$ cat config.mk
export PLATFORM = sky130hd
export DESIGN_NAME = rom_seq_loader
export DESIGN_NICKNAME = d
export VERILOG_FILES = /design/src/rtl/rom_seq_loader_pkg.sv /design/src/rtl/rom_seq_fifo2.sv /design/src/rtl/rom_seq_loader.sv
export SDC_FILE = /design/constraint.sdc
export NUM_CORES = 1
export LEC_CHECK = 0
export ABC_AREA = 1
export CELL_PAD_IN_SITES_DETAIL_PLACEMENT = 0
export CELL_PAD_IN_SITES_GLOBAL_PLACEMENT = 1
export CORE_ASPECT_RATIO = 0.6
export CORE_MARGIN = 2
export CORE_UTILIZATION = 36
export DETAILED_ROUTE_END_ITERATION = 8
export GPL_TIMING_DRIVEN = 0
export PLACE_DENSITY = 0.88
export SETUP_SLACK_MARGIN = 0.3
export SLEW_MARGIN = 25
export SYNTH_ARGS = -nofsm -noshare
export SYNTH_HDL_FRONTEND = slang
export SYNTH_HIERARCHICAL = 1
export SYNTH_SLANG_ARGS = --single-unit
$ cat constraint.sdc
create_clock -name clk -period 2.08 [get_ports clk]
set_input_delay 0.416 -clock clk [delete_from_list [all_inputs] [get_ports clk]]
set_output_delay 0.416 -clock clk [all_outputs]
set_load 0.02 [all_outputs]
$ cat src/rtl/rom_seq_loader_pkg.sv
// rom_seq_loader_pkg
//   Shared definitions for the parameter-memory sequencer: default widths,
//   output buffer depth and the FSM state encoding.
package rom_seq_loader_pkg;

   localparam int DWIDTH_DEF = 32;
   localparam int AWIDTH_DEF = 8;
   localparam int CWIDTH_DEF = 9;
   localparam int BUF_DEPTH  = 2;

   typedef enum logic [1:0] {
      ST_IDLE  = 2'd0,
      ST_FETCH = 2'd1,
      ST_DRAIN = 2'd2,
      ST_DONE  = 2'd3
   } state_t;

endpackage

$ cat src/rtl/rom_seq_fifo2.sv
// rom_seq_fifo2
//   Two-entry FIFO holding {index, data} words read from parameter memory.
//   The caller never pushes when full, nor pops when empty.
// Ports
//   clk, rst_n : clock, asynchronous active-low reset
//   push_i     : write din_i at the tail
//   pop_i      : drop the head entry
//   din_i      : entry to write
//   dout_o     : head entry (valid when occ_o != 0)
//   occ_o      : number of stored entries (0..2)
module rom_seq_fifo2 #(
   parameter int WIDTH = 40
) (
   input  logic             clk,
   input  logic             rst_n,
   input  logic             push_i,
   input  logic             pop_i,
   input  logic [WIDTH-1:0] din_i,
   output logic [WIDTH-1:0] dout_o,
   output logic [1:0]       occ_o
);

   logic [WIDTH-1:0] ent0_q, ent1_q;
   logic             wr_ptr_q, rd_ptr_q;
   logic [1:0]       occ_q, occ_d;

   always_comb begin
      occ_d = occ_q;
      case ({push_i, pop_i})
         2'b10:   occ_d = occ_q + 2'd1;
         2'b01:   occ_d = occ_q - 2'd1;
         default: occ_d = occ_q;
      endcase
   end

   always_ff @(posedge clk or negedge rst_n) begin
      if (!rst_n) begin
         ent0_q   <= '0;
         ent1_q   <= '0;
         wr_ptr_q <= 1'b0;
         rd_ptr_q <= 1'b0;
         occ_q    <= 2'd0;
      end else begin
         if (push_i) begin
            if (wr_ptr_q) ent1_q <= din_i;
            else          ent0_q <= din_i;
            wr_ptr_q <= ~wr_ptr_q;
         end
         if (pop_i) rd_ptr_q <= ~rd_ptr_q;
         occ_q <= occ_d;
      end
   end

   assign dout_o = rd_ptr_q ? ent1_q : ent0_q;
   assign occ_o  = occ_q;

endmodule

$ cat src/rtl/rom_seq_loader.sv
// rom_seq_loader
//   Reads a contiguous block (base, count) from the synchronous parameter
//   memory and streams the words, tagged with their offset, over valid/ready.
//   At most two words are ever outstanding (buffered + in flight), so
//   back-pressure can never overflow the 2-entry output buffer.
// Ports
//   clk, rst_n            : clock, asynchronous active-low reset
//   start                 : begin transfer (sampled in IDLE only)
//   base_addr, word_count : block descriptor, captured on accepted start
//   busy, done            : transfer in progress / one-cycle completion pulse
//   mem_en, mem_addr      : memory read request
//   mem_rdata             : memory data, one cycle after mem_en
//   out_valid, out_ready  : output handshake
//   out_data, out_index   : word and its offset within the transfer
//   checksum              : sum of handed-off words (ROM_SEQ_CHECKSUM_EN only)
// Build option: define ROM_SEQ_CHECKSUM_EN to add the checksum output.
//
// state    | meaning
// ---------+-------------------------------------------------------
// ST_IDLE  | waiting for start
// ST_FETCH | issuing reads while buffer space allows
// ST_DRAIN | all reads issued, emptying buffer / in-flight word
// ST_DONE  | one-cycle done pulse, start ignored
module rom_seq_loader
   import rom_seq_loader_pkg::*;
#(
   parameter int DWIDTH = DWIDTH_DEF,
   parameter int AWIDTH = AWIDTH_DEF,
   parameter int CWIDTH = CWIDTH_DEF
) (
   input  logic              clk,
   input  logic              rst_n,
   input  logic              start,
   input  logic [AWIDTH-1:0] base_addr,
   input  logic [CWIDTH-1:0] word_count,
   output logic              busy,
   output logic              done,
   output logic              mem_en,
   output logic [AWIDTH-1:0] mem_addr,
   input  logic [DWIDTH-1:0] mem_rdata,
   output logic              out_valid,
   input  logic              out_ready,
   output logic [DWIDTH-1:0] out_data,
`ifdef ROM_SEQ_CHECKSUM_EN
   output logic [DWIDTH-1:0] checksum,
`endif
   output logic [AWIDTH-1:0] out_index
);

   state_t              state_q, state_d;
   logic [AWIDTH-1:0]   base_q, base_d;
   logic [CWIDTH-1:0]   count_q, count_d;
   logic [CWIDTH-1:0]   issue_q, issue_d;
   logic [CWIDTH-1:0]   issue_nxt;
   logic                inflight_q, inflight_d;
   logic [AWIDTH-1:0]   fl_idx_q, fl_idx_d;

   logic [1:0]          occ;
   logic [1:0]          pending;
   logic                buf_empty;
   logic [DWIDTH+AWIDTH-1:0] buf_dout;
   logic [DWIDTH-1:0]   head_data;
   logic [AWIDTH-1:0]   head_idx;
   logic                start_acc, issue, hs, push, pop;

   assign buf_empty = (occ == 2'd0);
   assign pending   = occ + {1'b0, inflight_q};
   assign head_data = buf_dout[DWIDTH-1:0];
   assign head_idx  = buf_dout[DWIDTH +: AWIDTH];
   assign issue_nxt = issue_q + CWIDTH'(1);

   assign start_acc = (state_q == ST_IDLE) && start;
   assign issue     = (state_q == ST_FETCH) && (issue_q != count_q) && (pending < 2'd2);

   // The in-flight word is presented straight from mem_rdata when the buffer
   // is empty; if it is not taken this cycle it is parked in the buffer so
   // the output stays stable after mem_rdata goes away.
   assign out_valid = !buf_empty || inflight_q;
   assign out_data  = !buf_empty ? head_data : (inflight_q ? mem_rdata : '0);
   assign out_index = !buf_empty ? head_idx  : (inflight_q ? fl_idx_q  : '0);
   assign hs        = out_valid && out_ready;
   assign push      = inflight_q && !(buf_empty && out_ready);
   assign pop       = !buf_empty && out_ready;

   assign mem_en   = issue;
   assign mem_addr = base_q + issue_q[AWIDTH-1:0];
   assign busy     = (state_q != ST_IDLE);
   assign done     = (state_q == ST_DONE);

   assign inflight_d = issue;
   assign fl_idx_d   = issue ? issue_q[AWIDTH-1:0] : fl_idx_q;

   always_comb begin
      state_d = state_q;
      base_d  = base_q;
      count_d = count_q;
      issue_d = issue_q;
      case (state_q)
         ST_IDLE: begin
            if (start) begin
               base_d  = base_addr;
               count_d = word_count;
               issue_d = '0;
               state_d = (word_count == '0) ? ST_DONE : ST_FETCH;
            end
         end
         ST_FETCH: begin
            if (issue) begin
               issue_d = issue_nxt;
               if (issue_nxt == count_q) state_d = ST_DRAIN;
            end
         end
         ST_DRAIN: begin
            if (hs && (pending == 2'd1)) state_d = ST_DONE;
         end
         ST_DONE: state_d = ST_IDLE;
         default: state_d = ST_IDLE;
      endcase
   end

   always_ff @(posedge clk or negedge rst_n) begin
      if (!rst_n) begin
         state_q    <= ST_IDLE;
         base_q     <= '0;
         count_q    <= '0;
         issue_q    <= '0;
         inflight_q <= 1'b0;
         fl_idx_q   <= '0;
      end else begin
         state_q    <= state_d;
         base_q     <= base_d;
         count_q    <= count_d;
         issue_q    <= issue_d;
         inflight_q <= inflight_d;
         fl_idx_q   <= fl_idx_d;
      end
   end

   rom_seq_fifo2 #(.WIDTH(DWIDTH + AWIDTH)) u_fifo (
      .clk    (clk),
      .rst_n  (rst_n),
      .push_i (push),
      .pop_i  (pop),
      .din_i  ({fl_idx_q, mem_rdata}),
      .dout_o (buf_dout),
      .occ_o  (occ)
   );

`ifdef ROM_SEQ_CHECKSUM_EN
   logic [DWIDTH-1:0] sum_q, sum_d;

   always_comb begin
      sum_d = sum_q;
      if (start_acc)  sum_d = '0;
      else if (hs)    sum_d = sum_q + out_data;
   end

   always_ff @(posedge clk or negedge rst_n) begin
      if (!rst_n) sum_q <= '0;
      else        sum_q <= sum_d;
   end

   assign checksum = sum_q;
`endif

endmodule
* Word-level counts from Yosys, hierarchy flattened
Index checks and enable logic that the tools add are counted.
** Storage, ports and cells
- Output and inout port bits :: 52
- Input port bits :: 53
- Bits in registers :: 121
- Logic and storage cells :: 67
** Cells by class
- Equal/unequal tests :: 12
- Magnitude comparators :: 1
- Reduce and logical (&&, ||, !) cells :: 21
- Bitwise logic cells :: 2
- $add $sub $neg :: 5
- Muxes and demuxes :: 15
** Operators by type and width (number)
- 2-to-1 mux 32 bit :: 2
- 2-to-1 mux 40 bit :: 1
- 2-to-1 mux 9 bit :: 2
- case mux 9 bit (2 select lines) :: 1
- 2-to-1 mux 8 bit :: 2
- 2-to-1 mux 2 bit :: 5
- adder 9 x 1 -> 9 bit (second input constant) :: 1
- == test 9 bit :: 1
- zero test 9 bit :: 1
- inequality test 9 bit :: 1
- adder 8 bit :: 1
- case mux 2 bit (4 select lines) :: 1
- logical AND 1 bit :: 7
- == test 2 x 1 -> 1 bit (second input constant) :: 3
- == test 2 bit (second input constant) :: 3
- inequality test 2 bit (second input constant) :: 3
- AND reduction 2 bit :: 3
- nonzero test 2 bit :: 3
- zero test 2 bit :: 2
- case mux 2 bit (2 select lines) :: 1
- AND reduction 4 bit :: 1
- AND reduction 3 bit :: 1
- adder 2 x 1 -> 2 bit :: 1
- adder 2 x 1 -> 2 bit (second input constant) :: 1
- other kinds (6) :: 8

* Depth between registers and ports, before layout
Gate-level depths: netlist (run 1).
- Depth after elaboration :: 7
- Mapped depth :: 14
- Gate-level depth less buffers :: 14

* By module
Netlist (run 1), hierarchy kept.
** Modules (own cells, without submodules)
- rom_seq_fifo2 :: cells an instance 448, instances 1, area an instance 3858.7 µm², sequential area each 2102.0 µm²
- rom_seq_loader :: cells an instance 441, instances 1, area an instance 2920.3 µm², sequential area each 925.9 µm²

* Worst setup path after synthesis (run 1)
OpenSTA, ideal clock, no wires.
- Kind :: reg2out
- Start point :: reg issue_q[0]
- End point :: out mem_addr[6]
- Required time :: 1.664 ns
- Arrival :: 1.852 ns
- Path slack :: -0.188 ns
- Buffers on the path :: 0
- Cell stages (with the launch flop) :: 9
- Cell sequence :: dfrtp_1 > ha_1 > inv_1 > fa_1 > o21ai_0 > a21oi_1 > nor2_1 > nor2_1 > xnor2_1
** On the way
- Word-level cells in the longest chain between the ends :: 1
** Ends and longest elaborated chain
- from (decl) :: line rom_seq_loader.sv:53 : logic [CWIDTH-1:0] issue_q, issue_d;
- from (signal assigned) :: line rom_seq_loader.sv:133 : issue_q <= issue_d;
- adder 8 bit :: line rom_seq_loader.sv:86 : assign mem_addr = base_q + issue_q[AWIDTH-1:0];
- to (decl) :: line rom_seq_loader.sv:39 : output logic [AWIDTH-1:0] mem_addr,
Every way passes these cells.

* Worst setup path after layout (run 1)
- Start point :: reg base_q[0]
- End point :: out mem_addr[6]
** On the way
- Word-level cells in the longest chain between the ends :: 1
** Ends and longest elaborated chain
- from (decl) :: line rom_seq_loader.sv:51 : logic [AWIDTH-1:0] base_q, base_d;
- from (signal assigned) :: line rom_seq_loader.sv:131 : base_q <= base_d;
- adder 8 bit :: line rom_seq_loader.sv:86
Every way passes these cells.

==> flow_metrics.tcl, run 1 <==
set metrics [dict create \
    start_util 0.371 \
    status "finished, violations left" \
    vdd_drop_max_v 0.00110 \
    final-setup-viol-count 123 \
    hold_viol 0 \
    grt_usage 0.231 \
    n_antenna_cell 0 \
    htree_levels 4 \
    fin_util 0.653 \
    cp.required_ns 1.66 \
    synthesis.nets 957 \
    drt_iter0_markers 807 \
    critPathTopFamily "adder cells" \
    routed_via_density 5.43 \
    drt_pre_antenna_iters 8 \
    wl_um 28300 \
    p_leak_nw 5.43 \
    core_area_um2 18300 \
    critPathBufInv 2 \
    ys_types 32 \
    ys_seq_area_frac 0.447 \
    nNetsFinal 1189 \
    root_buffer "clkbuf_16" \
    regToRegSetupSlack_ns -0.27 \
    rows 38 \
    drv_slew 0 \
    slew_headroom 0.701 \
    ys_warn_count 6 \
    wl_per_cell_um 20.6 \
    portBuffers 104 \
    whs_ns 0.489 \
    hold_class "input pin to async pin" \
    cts_max_path_buffers 2 \
    setup_tns_ns -20.73 \
    path_clk_slew_ns 0.06 \
    syn-cell-area_um2 6780 \
    p_per_area_nw_per_um2 1790 \
    dp.cells 1234 \
    period_share 1.20 \
    die-width_um 181 \
    fillers 1290 \
    violations "negative setup slack" \
    worstMarginPinSlew_ns 0.448 \
    route.vias.total 7458 \
    ant_nets 0 \
    ios 105 \
    antenna_found_initial 0 \
    place_congestion 0.857 \
    ys_seq_elements 121 \
    drc_errors 0 \
    crit_path_max_fanout 2 \
    fin_crit_ns 2.50 \
    area_growth_pct 76.0 \
    syn_area_per_cell_um2 7.63 \
    numCtsBuffers 17 \
    grt_pass1_vias 6580 \
    r2r-end "u_fifo/ent0_q[31]" \
    die_h_um 110 \
    cp_slowest_cell "dfrtp_1" \
    grt_max_degree 71 \
    hpwlAfterDp_um 13700 \
    startpoint_type "register" \
    endpoint_kind "output port" \
    gr-total-overflow 0 \
    cts.sinks 121 \
    maxCapViolations 0 \
    drive_gt1_frac 0.495 \
    grt_pass1_wl_um 35300 \
    critPathKind "register to output port" \
    final-instance-count-excl-fill 1374 \
    worst_path_most_repeated_cell "nor2_1" \
    dieArea_um2 20000 \
    max_freq_ghz 0.401 \
    r2r_cells 14 \
    cts_tree "done" \
    finClkSkew_ns 0.0126 \
    clk_latency_ns 0.43 \
    reg2reg_from "u_fifo/occ_o[1]" \
    path_cells "ha_4 -> inv_2 -> fa_2 -> o21ai_2 -> a21oi_1 -> nor2_1 -> nor2_1 -> xnor2_2 -> buf_4" \
    setup_ws_ns -0.415 \
    synthCells 889 \
    cpPeakStageDelay_ns 0.40 \
    rsz0062_at_grt "yes" \
    critPathArrivalTime_ns 2.08 \
]
per-stage QoR:
step	worst slack (ns)	power, mW	cell area [um^2]
2_1_floorplan	0.0541	9.04	6980
3_3_place_gp	-4.71	12.0	8320
3_5_place_dp	-0.592	12.2	8360
4_1_cts	-0.449	17.8	10500
5_1_grt	-0.545	22.2	11900
6_report	-0.415	21.3	11900
final cells by class:
| type | count | area [um^2] | area share |
|---|---|---|---|
| clock inverter | 14 | 161 | 0.0135 |
| tap | 240 | 300 | 0.0252 |
| clock buffer | 18 | 429 | 0.0360 |
| buffer | 46 | 744 | 0.0624 |
| timing repair buffer | 212 | 2410 | 0.202 |
| multi-input combinational | 594 | 4340 | 0.364 |
| sequential | 121 | 3040 | 0.255 |
| inverter | 129 | 502 | 0.0421 |
synthesized netlist by cell type:
library cell  number  area [um^2]
nand2_1          253          950
inv_1            128          480
dfrtp_1          121         3030
o21ai_0           99          495
nor2_1            63          236
a21oi_1           52          260
o21ai_2           44          385
clkbuf_1          30          113
nand3_1           20          100
ha_1              14          175
xor2_1            12          105
buf_6              9          101
mux2_2             7         78.8
o21ai_1            7         35.0
xnor2_1            5         43.8
buf_2              3         15.0
nand4_1            3         18.8
buf_1              2         7.51
nand2_2            2         12.5
nand2_4            2         22.5
or2_2              2         12.5
a21oi_2            1         8.76
buf_4              1         7.51
buf_8              1         15.0
fa_1               1         20.0
inv_2              1         3.75
nand3_2            1         10.0
nor2_2             1         6.26
nor2_4             1         11.3
nor4_1             1         6.26
o211ai_1           1         7.51
or2_1              1         6.26
cell usage in the layout (no fill, tap or decap), types with 16 or more instances in the layout:
cell / instances
a21oi_2: 36
buf_4: 51
buf_6: 92
clkbuf_16: 32
clkdlybuf4s50_1: 51
dfrtp_1: 114
inv_1: 112
nand2_1: 166
nand2_2: 41
nand2_4: 49
nand3_1: 16
nor2_1: 19
nor2_2: 25
nor2_4: 21
o21ai_0: 29
o21ai_1: 36
o21ai_2: 78
how the worst max path moves through the flow:
stage / slack (ns) / end / from / cells after the start
after floorplan: 0.05 / mem_addr[6] / issue_q[0] / 8
after global routing: -0.54 / mem_addr[6] / issue_q[3] / 8
after CTS: -0.45 / mem_addr[6] / base_q[0] / 9
final: -0.42 / mem_addr[6] / base_q[0] / 9
after detailed placement: -0.59 / mem_addr[6] / issue_q[0] / 9
after global placement: -4.71 / issue_q[2] / rst_n / 1
registers in the layout, summed over array words and instances, names as in the netlist:
name,cells
base_q,8
count_q,9
fl_idx_q,8
inflight_q,1
issue_q,9
state_q,2
u_fifo/ent0_q,40
u_fifo/ent1_q,40
u_fifo/occ_o,2
u_fifo/rd_ptr_q,1
u_fifo/wr_ptr_q,1
power by group:
part	switching (mW)	leakage (nW)	internal, mW
Sequential	0.924	1.53	3.27
Clock	1.24	0.279	1.79
Combinational	7.33	3.63	6.77
metal layers:
| layer | vias up | track usage | wire length [um] |
|---|---|---|---|
| met3 | 121 | 0.0457 | 2700 |
| met4 | 0 | 0.0703 | 1200 |
| met5 | - | 0 | 0 |
| li1 | 3272 | - | - |
| met1 | 3591 | 0.345 | 11900 |
| met2 | 474 | 0.336 | 12600 |
logic make-up (layout without fill, tap and decap cells):
logic type / Yosys count / count (layout) / synth area share
DFF: 121 / 121 / 0.447
buffers and inverters: 175 / 419 / 0.110
muxes: 7 / 7 / 0.0116
and+or+nand+nor: 350 / 351 / 0.205
AOI/OAI and AO/OA: 204 / 204 / 0.176
adders and majority gates: 15 / 15 / 0.0288
xor gates and xnor gates: 17 / 17 / 0.0220
repair_timing:
item                       4_1_cts  5_1_grt
setup endpoints to repair      147      156
buffers inserted                52       36
hold buffers                     1        0
pin swaps                       26       41
resized for setup              543      346
hold endpoints to repair        51        0
cloned                          12        7
Note: power is estimated with default switching activity, not from simulation.
==> run 2: changes to the inputs <==
--- a/config.mk
+++ b/config.mk
@@ -13,7 +13,7 @@
 export CORE_UTILIZATION = 36
 export DETAILED_ROUTE_END_ITERATION = 8
 export GPL_TIMING_DRIVEN = 0
-export PLACE_DENSITY = 0.88
+export PLACE_DENSITY = 0.74
 export SETUP_SLACK_MARGIN = 0.3
 export SLEW_MARGIN = 25
 export SYNTH_ARGS = -nofsm -noshare
==> run 2 against run 1 <==
The flow still finishes with violations (negative setup slack). Register-to-register slack improved by 0.06 ns. First-iteration DRC count fell by 48%. Flip-flop and latch count did not move. Power fell by 2.4%. Via count fell by 9.8%. Largest cell class unchanged. Highest routed layer unchanged.
==> flow_metrics.tcl, run 2 (same netlist as run 1, synthesis figures left out) <==
set metrics [dict create \
    status "finished, violations left" \
    violations "negative setup slack" \
    worstMarginPinSlew_ns 0.633 \
    path_cells "ha_4 -> inv_2 -> fa_2 -> o21ai_2 -> a21oi_1 -> nor2_1 -> nor2_2 -> xnor2_2 -> buf_4" \
    portBuffers 104 \
    crit_path_max_fanout 2 \
    grt_pass1_vias 6163 \
    endpoint_kind "output port" \
    p_per_area_nw_per_um2 1750 \
    cpPeakStageDelay_ns 0.39 \
    start_util 0.371 \
    hpwlAfterDp_um 13900 \
    routed_via_density 4.97 \
    regToRegSetupSlack_ns -0.21 \
    pwr-share-comb 0.665 \
    route.vias.total 6729 \
    top_regs "u_fifo/ent0_q x40, u_fifo/ent1_q x40" \
    setup_tns_ns -9.26 \
    grt_pass1_wl_um 34300 \
    rsz0062_at_grt "yes" \
    maxCapViolations 0 \
    startpoint_type "register" \
    cp_slowest_cell "dfrtp_2" \
    die_h_um 110 \
    n_antenna_cell 0 \
    dieArea_um2 20000 \
    p_sw_mw 9.08 \
    place_congestion 0.860 \
    numCtsBuffers 17 \
    clk_latency_ns 0.42 \
    multiInputGateArea_um2 4430 \
    drt_pre_antenna_iters 5 \
    grt_max_degree 90 \
    cts_tree "done" \
    layout_common_cells "144 x nand2_1, 116 x inv_1, 114 x dfrtp_1" \
    cp.required_ns 1.66 \
    period_share 1.18 \
    swShare 0.436 \
    setup_ws_ns -0.368 \
    fin_util 0.652 \
    rows 38 \
    core_area_um2 18300 \
    ios 105 \
    final_common_cell "nand2_1" \
    drv_slew 0 \
    nNetsFinal 1170 \
    r2r-end "state_q[0]" \
    reg2reg_from "issue_q[0]" \
    critPathKind "register to output port" \
    final-instance-count-excl-fill 1355 \
    fin_total_pwr_mw 20.8 \
    fin_crit_ns 2.45 \
    path_clk_slew_ns 0.06 \
    cts_max_path_buffers 2 \
    drive_gt1_frac 0.507 \
    hold_viol 0 \
    grt_usage 0.225 \
    cts.sinks 121 \
    seqCellArea_um2 3040 \
    p_int_mw 11.7 \
    max_freq_ghz 0.409 \
    p_leak_nw 5.46 \
    clockPowerShare 0.136 \
    gr-total-overflow 0 \
    finClkSkew_ns 0.0111 \
    area_growth_pct 75.7 \
    power_frac_seq 0.199 \
    antenna_found_initial 0 \
    wl_um 24200 \
    final-setup-viol-count 88 \
    drt_iter0_markers 419 \
    dp.cells 1234 \
    die-width_um 181 \
    root_buffer "clkbuf_16" \
    htree_levels 4 \
    slew_headroom 0.578 \
    ant_nets 0 \
    fillers 1445 \
    critPathArrivalTime_ns 2.03 \
    wl_per_cell_um 17.9 \
    vdd_drop_max_v 0.00103 \
    hold_class "input pin to async pin" \
    r2r_cells 18 \
    drc_errors 0 \
]
[run 2: power by group through the flow]
| stage | clock [mW] | combinational (mW) | sequential [mW] |
|---|---|---|---|
| global placement | 0 | 8.24 | 3.85 |
| detailed placement | 0 | 8.30 | 3.87 |
| CTS | 2.85 | 11.2 | 3.91 |
| global route | 2.96 | 14.7 | 4.25 |
| floorplan | 0 | 5.34 | 3.71 |
| finish | 2.83 | 13.8 | 4.15 |
[run 2: stage by stage]
stage | setup slack, ns | area (um^2) | hold WS [ns]
after global placement | -4.89 | 8320 | 0.465
after detailed placement | -0.577 | 8360 | 0.300
final | -0.368 | 11900 | 0.455
after global routing | -0.455 | 11900 | 0.473
after CTS | -0.411 | 10500 | 0.456
after floorplan | 0.0541 | 6980 | 0.120
[run 2: layout make-up]
class | count | area share
multi-input combinational | 595 | 0.372
sequential | 121 | 0.255
timing repair buffer | 192 | 0.199
buffer | 46 | 0.0596
inverter | 129 | 0.0419
clock buffer | 19 | 0.0372
tap | 240 | 0.0252
clock inverter | 13 | 0.0104
[run 2: repair_timing]
item                                    4_1_cts  5_1_grt
gates cloned                                 17       10
pin swaps                                    65       54
buffers inserted                             43       18
hold buffers                                  1        0
resized for setup                           571      329
endpoints found under the setup margin      156      163
endpoints found under the hold margin        32        0
[run 2: routing by layer]
metal,vias up,GRT usage,share of wire
li1,3251,-,-
met1,3262,0.354,0.52
met2,198,0.311,0.42
met3,18,0.0473,0.054
met4,0,0.0499,0.0083
met5,-,0,0
[run 2: worst max-delay path by stage]
stage,startpoint,endpoint,slack (ns),depth (start not counted)
after floorplan,issue_q[0],mem_addr[6],0.05,8
after global placement,rst_n,issue_q[2],-4.89,1
after detailed placement,issue_q[0],mem_addr[6],-0.58,9
after CTS,issue_q[3],mem_addr[6],-0.41,9
after global routing,issue_q[0],mem_addr[6],-0.45,9
final,issue_q[0],mem_addr[6],-0.37,9
[run 2: critical path: cells and delay by family (launching register included)]
family	cells	cell delay, ns
AO/OA/AOI/OAI	2	0.23
XOR/XNOR	1	0.12
adder cells (fa/ha/maj)	2	0.49
buffers and inverters	2	0.18
flip-flops	1	0.39
AND/OR/NAND/NOR	2	0.19
